[config.mk]
export PLATFORM = sky130hd
export DESIGN_NAME = running_avg_flat
export DESIGN_NICKNAME = d
export VERILOG_FILES = /design/src/rtl/running_avg_pkg.sv /design/src/rtl/running_avg_if.sv /design/src/rtl/avg_window_buf.sv /design/src/rtl/running_avg.sv /design/src/flat_wrapper.sv
export SDC_FILE = /design/constraint.sdc
export NUM_CORES = 1
export LEC_CHECK = 0
export CAP_MARGIN = 20
export CELL_PAD_IN_SITES_DETAIL_PLACEMENT = 1
export CELL_PAD_IN_SITES_GLOBAL_PLACEMENT = 2
export CORE_MARGIN = 2
export CORE_UTILIZATION = 46
export CTS_CLUSTER_DIAMETER = 40
export DETAILED_ROUTE_END_ITERATION = 6
export PLACE_DENSITY_LB_ADDON = 0.1
export SYNTH_ARGS = -nofsm -noshare
export SYNTH_HDL_FRONTEND = slang
export SYNTH_HIERARCHICAL = 1
export SYNTH_SLANG_ARGS = --single-unit
[constraint.sdc]
create_clock -name clk -period 7.8 [get_ports clk]
set_input_delay 1.95 -clock clk [delete_from_list [all_inputs] [get_ports clk]]
set_output_delay 1.95 -clock clk [all_outputs]
set_load 0.02 [all_outputs]
[src/rtl/running_avg_pkg.sv]
// Shared definitions for the running_avg boxcar averager: FSM states,
// default configuration and derived widths.
package running_avg_pkg;

  typedef enum logic [1:0] {
    ST_FLUSH,
    ST_FILL,
    ST_RUN
  } state_t;

  localparam int unsigned DEF_DATA_W   = 8;
  localparam int unsigned DEF_LOG2_WIN = 3;

  function automatic int unsigned win_len(input int unsigned log2_win);
    return 32'd1 << log2_win;
  endfunction

  localparam int unsigned WIN   = 32'd1 << DEF_LOG2_WIN;
  localparam int unsigned SUM_W = DEF_DATA_W + DEF_LOG2_WIN;

endpackage

[src/rtl/running_avg_if.sv]
// Sample-in / average-out handshake bundle for running_avg, plus the flush request
// and the status strobes consumed by the downstream averages counter.
interface running_avg_if #(
  parameter int unsigned DATA_W = running_avg_pkg::DEF_DATA_W
);
  logic              clear;
  logic              in_valid;
  logic [DATA_W-1:0] in_data;
  logic              in_ready;
  logic              out_valid;
  logic [DATA_W-1:0] out_avg;
  logic              out_ready;
  logic              avg_done;
  logic              window_full;

  modport master (
    output clear, in_valid, in_data, out_ready,
    input  in_ready, out_valid, out_avg, avg_done, window_full
  );

  modport slave (
    input  clear, in_valid, in_data, out_ready,
    output in_ready, out_valid, out_avg, avg_done, window_full
  );
endinterface

[src/rtl/avg_window_buf.sv]
// Circular sample store for the averaging window: asynchronous read of the
// oldest slot, synchronous write, no reset (contents are flushed by the owner).
module avg_window_buf #(
  parameter int unsigned DATA_W = 8,
  parameter int unsigned ADDR_W = 3
) (
  input  logic              clk,
  input  logic              we,
  input  logic [ADDR_W-1:0] wr_addr,
  input  logic [DATA_W-1:0] wr_data,
  input  logic [ADDR_W-1:0] rd_addr,
  output logic [DATA_W-1:0] rd_data
);
  logic [DATA_W-1:0] mem [(1 << ADDR_W)];

  always_ff @(posedge clk) begin
    if (we) begin
      mem[wr_addr] <= wr_data;
    end
  end

  assign rd_data = mem[rd_addr];
endmodule

[src/rtl/running_avg.sv]
// Boxcar running average over the last 2^LOG2_WIN samples: running sum plus
// circular buffer, registered average on a ready/valid output with avg_done strobe.
module running_avg
  import running_avg_pkg::*;
#(
  parameter int unsigned DATA_W   = DEF_DATA_W,
  parameter int unsigned LOG2_WIN = DEF_LOG2_WIN
) (
  input logic          clk,
  input logic          rst,
  running_avg_if.slave bus
);
  localparam int unsigned DEPTH  = win_len(LOG2_WIN);
  localparam int unsigned ACC_W  = DATA_W + LOG2_WIN;
  localparam int unsigned FILL_W = LOG2_WIN + 1;

  state_t              state;
  state_t              state_nxt;
  logic [LOG2_WIN-1:0] wr_ptr;
  logic [ACC_W-1:0]    sum;
  logic [ACC_W-1:0]    next_sum;
  logic [FILL_W-1:0]   fill;
  logic [FILL_W-1:0]   fill_nxt;
  logic [DATA_W-1:0]   oldest;
  logic [DATA_W-1:0]   wr_data;
  logic [DATA_W-1:0]   out_avg_q;
  logic                out_valid_q;
  logic                in_ready;
  logic                accept;
  logic                flushing;
  logic                last_slot;
  logic                fills_window;
  logic                buf_we;

  assign flushing  = (state == ST_FLUSH);
  assign last_slot = (wr_ptr == LOG2_WIN'(DEPTH - 1));

  // clear blocks the accept in its own cycle so nothing lands in a window being discarded
  assign in_ready = !flushing && !bus.clear && (!out_valid_q || bus.out_ready);
  assign accept   = bus.in_valid && in_ready;

  // Slot at wr_ptr is the oldest sample; it was zeroed by the flush while filling
  assign next_sum     = sum + ACC_W'(bus.in_data) - ACC_W'(oldest);
  assign fill_nxt     = (fill == FILL_W'(DEPTH)) ? fill : fill + FILL_W'(1);
  assign fills_window = accept && (fill_nxt == FILL_W'(DEPTH));

  assign buf_we  = (flushing && !bus.clear) || accept;
  assign wr_data = flushing ? '0 : bus.in_data;

  avg_window_buf #(
    .DATA_W (DATA_W),
    .ADDR_W (LOG2_WIN)
  ) u_buf (
    .clk     (clk),
    .we      (buf_we),
    .wr_addr (wr_ptr),
    .wr_data (wr_data),
    .rd_addr (wr_ptr),
    .rd_data (oldest)
  );

  always_ff @(posedge clk or posedge rst) begin
    if (rst) begin
      state <= ST_FLUSH;
    end else begin
      state <= state_nxt;
    end
  end

  always_comb begin
    state_nxt = state;
    if (bus.clear) begin
      state_nxt = ST_FLUSH;
    end else begin
      unique case (state)
        ST_FLUSH: if (last_slot) state_nxt = ST_FILL;
        ST_FILL:  if (fills_window) state_nxt = ST_RUN;
        ST_RUN:   state_nxt = ST_RUN;
        default:  state_nxt = ST_FLUSH;
      endcase
    end
  end

  always_ff @(posedge clk or posedge rst) begin
    if (rst) begin
      wr_ptr      <= '0;
      sum         <= '0;
      fill        <= '0;
      out_valid_q <= 1'b0;
      out_avg_q   <= '0;
    end else if (bus.clear) begin
      wr_ptr      <= '0;
      sum         <= '0;
      fill        <= '0;
      out_valid_q <= 1'b0;
    end else begin
      if (flushing) begin
        wr_ptr <= wr_ptr + LOG2_WIN'(1);
      end else if (accept) begin
        wr_ptr <= wr_ptr + LOG2_WIN'(1);
        sum    <= next_sum;
        fill   <= fill_nxt;
      end
      // A fresh average takes priority over retiring the one just consumed
      if (fills_window) begin
        out_valid_q <= 1'b1;
        out_avg_q   <= next_sum[ACC_W-1:LOG2_WIN];
      end else if (bus.out_ready) begin
        out_valid_q <= 1'b0;
      end
    end
  end

  assign bus.in_ready    = in_ready;
  assign bus.out_valid   = out_valid_q;
  assign bus.out_avg     = out_avg_q;
  assign bus.avg_done    = out_valid_q && bus.out_ready && !bus.clear;
  assign bus.window_full = (fill == FILL_W'(DEPTH));

  a_done_needs_valid : assert property (
    @(posedge clk) disable iff (rst) bus.avg_done |-> out_valid_q);

  a_output_held : assert property (
    @(posedge clk) disable iff (rst)
    (out_valid_q && !bus.out_ready && !bus.clear) |=> (out_valid_q && $stable(out_avg_q)));

endmodule

[src/flat_wrapper.sv]
// flat-port wrapper written by rule: the top's interface ports become plain ports
module running_avg_flat import running_avg_pkg::*;
#(
  parameter int unsigned DATA_W   = DEF_DATA_W,
  parameter int unsigned LOG2_WIN = DEF_LOG2_WIN
)
  (clk, rst, bus_clear, bus_in_valid, bus_in_data, bus_out_ready, bus_in_ready, bus_out_valid, bus_out_avg, bus_avg_done, bus_window_full);
  running_avg_if #(.DATA_W(DATA_W)) bus_i ();
  input logic clk;
  input logic rst;
  input wire logic [$bits(bus_i.clear)-1:0] bus_clear;
  input wire logic [$bits(bus_i.in_valid)-1:0] bus_in_valid;
  input wire logic [$bits(bus_i.in_data)-1:0] bus_in_data;
  input wire logic [$bits(bus_i.out_ready)-1:0] bus_out_ready;
  output wire logic [$bits(bus_i.in_ready)-1:0] bus_in_ready;
  output wire logic [$bits(bus_i.out_valid)-1:0] bus_out_valid;
  output wire logic [$bits(bus_i.out_avg)-1:0] bus_out_avg;
  output wire logic [$bits(bus_i.avg_done)-1:0] bus_avg_done;
  output wire logic [$bits(bus_i.window_full)-1:0] bus_window_full;
  assign bus_i.clear = bus_clear;
  assign bus_i.in_valid = bus_in_valid;
  assign bus_i.in_data = bus_in_data;
  assign bus_i.out_ready = bus_out_ready;
  assign bus_in_ready = bus_i.in_ready;
  assign bus_out_valid = bus_i.out_valid;
  assign bus_out_avg = bus_i.out_avg;
  assign bus_avg_done = bus_i.avg_done;
  assign bus_window_full = bus_i.window_full;
  running_avg #(.DATA_W(DATA_W), .LOG2_WIN(LOG2_WIN)) u_core (.clk(clk), .rst(rst), .bus(bus_i));
endmodule
==> run metrics <==
total CTS buffers 9; Routability Congestion 0.708; Vias/cell 5.33; DIE AREA 11000 µm²; Post-Synth XOR/XNOR Area 2.16%; Least-Margin Pin Slew 0.971 ns; hold_ws 0.509 ns; GRT Total Usage 18.9%; most common cell after layout, fill and taps aside edfxtp_1; leak pwr 0.00208 µW; routed wire length 9570 µm; #FFs+latches synth 93; multiplexer share of the synthesized area 13.3%; CTS tree built; setup violators final 0; Compound-Gate Fraction of Synth Area 6.17%; Synth top area share 41.0%; global-route wire length before repair 15600 µm; HPWL after DPL 6790 µm; P_sw 744 µW; layout cell share with drive strength beyond 1 9.71%; setup tns final 0 ns; leading cell types in the layout, fill and taps excluded edfxtp_1 (64), inv_1 (47), nand2_1 (29), dfrtp_1 (29), nor2_1 (26); Routed wire per std cell 18.6 µm; async set or reset register ratio after synthesis 31.2%; Ant. Diodes 0; post-synthesis adder-cell area fraction 8.23%; Cell Int Power 1160 µW; crit path DAT 3.52 ns; RSZ-0062 raised after global routing false; crit path max fanout 22; Post-Synthesis Cell Area 4680 µm²; WL met2 4730 µm; status completed; number of synthesized flops with an enable pin 64; initial antenna violation count 0; Synth Flop Type edfxtp_1; Avg Inst Size Synth 13.5 µm²; combinational share of power 48.8%; final hold violations 0; Core ar. 9820 µm²; fin crit period 5.47 ns; largest family of logic cells by synthesized area multiplexers; total vias in the final route 2738; antenna viol nets, final 0; Clk pwr share 16.4%; fmax 183 MHz; chip height 105 µm; wire length on met1 4520 µm; largest net degree at the start of global routing 30; IO Count 25; worst skew pair latency 0.36 ns; Mapped Nets 387; switching share of power 39.1%; VDD IR max 0.172 mV; Setup crit end kind output pin; fin cells 514; Buffers on Ports 24; Starting Density 47.7%; clock slew at reported path FFs 0.08 ns; crit start category input port; post-cts repair resize count 0; 1st-iter DRT viols 93; vias in the first global route 2892; Net count, final 416; setup repair bufs after CTS 0; met3 routed WL 194 µm; Highest Signal Layer met4; max-cap violations 0; Synth area leader edfxtp_1; max-slew violation count 0; Site Rows 36; Overflow after GRT 0; Syn Inst Count 348; clk root buf clkbuf_8; ranking of synthesized cells by area edfxtp_1 (41%), dfrtp_1 (15%), mux4_1 (8.4%); largest buffer count on any clock path 2; PwrDens 363 nW/µm²; Worst EP required 5.85 ns; fin crit share 70.1%; H-tree depth 3; Netlist cell types 46; slew margin rel. 35.0%; DRC viols 0; DRT Pass-1 Iters 4; Seq/Total Area, Yosys 56.5%; Area Growth Syn to Fin 11.9%; Max Clock Skew 0.00878 ns; placed insts 499; Die X 105 µm; Crit Path Category in -> out; Hold Path Class reg -> reg; Post-CTS Hold Buffers 0; Synth Warn # 6; simple-gate area share of the yosys netlist 8.20%; Reg power frac 34.8%; Clock Sinks 93
==> stage by stage <==
stage               cell area [µm²]  utilization, %  setup slack (ns)  total power, µW
global route                   5240            53.4              2.24             2060
floorplan                      4680               -              3.20             1370
global placement               5050            51.5              2.33             1580
detailed placement             5050            51.5              2.31             1600
CTS                            5240            53.4              2.31             1930
finish                         5240            53.4              2.33             1900
==> worst paths after layout <==
kind | from | end | slack (ns) | depth (start not counted)
worst max-delay path | bus_clear | bus_avg_done | 2.33 | 5
worst min-delay path | u_core/bus.out_avg[1] | u_core/bus.out_avg[1] | 0.51 | 1
worst max register to register | u_core/wr_ptr[2] | u_core/sum[10] | 3.71 | 11
worst min register to register | u_core/bus.out_avg[1] | u_core/bus.out_avg[1] | 0.51 | 1
max in group asynchronous | rst | u_core/sum[10] | 5.56 | 3
min in group asynchronous | rst | u_core/wr_ptr[0] | 1.97 | 3
==> layer usage <==
metal | GRT usage, % | vias up
met5 | 0 | -
met1 | 26.3 | 1395
met4 | 6.00 | 0
met2 | 30.4 | 29
li1 | - | 1305
met3 | 3.24 | 9
==> critical path, stage by stage <==
cell             delay (ns)
clkdlybuf4s50_1        0.45
buf_4                  0.25
inv_1                  0.16
and3_1                 0.17
clkdlybuf4s50_1        0.53
==> registers in the layout (all words and copies together), names as in the netlist <==
signal,cells
u_core/u_buf/mem,64
u_core/state,2
u_core/fill,4
u_core/sum,11
u_core/wr_ptr,3
u_core/bus.out_avg,8
u_core/bus.out_valid,1
==> synthesized netlist by cell type, types with 2 or more instances <==
library cell and instances:
a211oi_1 2, a21o_1 3, a21oi_1 17, a31oi_1 3, buf_1 3, buf_6 2, clkbuf_1 4, dfrtp_1 29
edfxtp_1 64, fa_1 8, ha_1 18, inv_1 47, mux2_2 14, mux2i_1 5, mux4_1 15, nand2_1 29
nand2b_1 5, nand3_1 5, nand4_1 2, nor2_1 26, nor2b_1 3, nor3_1 4, o211ai_1 2, o21a_1 3
o21ai_0 7, xnor2_1 4, xor2_1 5
==> area by class of cell <==
type                            count  area [µm²]
Clock buffer                        9         124
Clock inverter                      6        63.8
Fill cell                        1016        4580
Inverter                           47         176
Multi-Input combinational cell    197        1780
Sequential cell                    93        2650
Tap cell                          133         166
Timing Repair Buffer               29         278
==> kinds of logic (layout without fill, tap and decap cells) <==
| kind of cell | Yosys count | after routing |
|---|---|---|
| flops | 93 | 93 |
| simple gates | 81 | 81 |
| buf+inv | 58 | 91 |
| compound gates | 45 | 45 |
| mux | 35 | 35 |
| fa+ha+maj | 26 | 26 |
| xor+xnor | 10 | 10 |
==> power groups by stage <==
stage	Clock (µW)	Sequential (µW)	Combinational, µW
2_1_floorplan	0	650	722
3_3_place_gp	0	670	911
3_5_place_dp	0	675	928
4_1_cts	324	664	943
5_1_grt	341	669	1050
6_report	312	662	929
No activity file was read; power rests on OpenSTA's default activity.
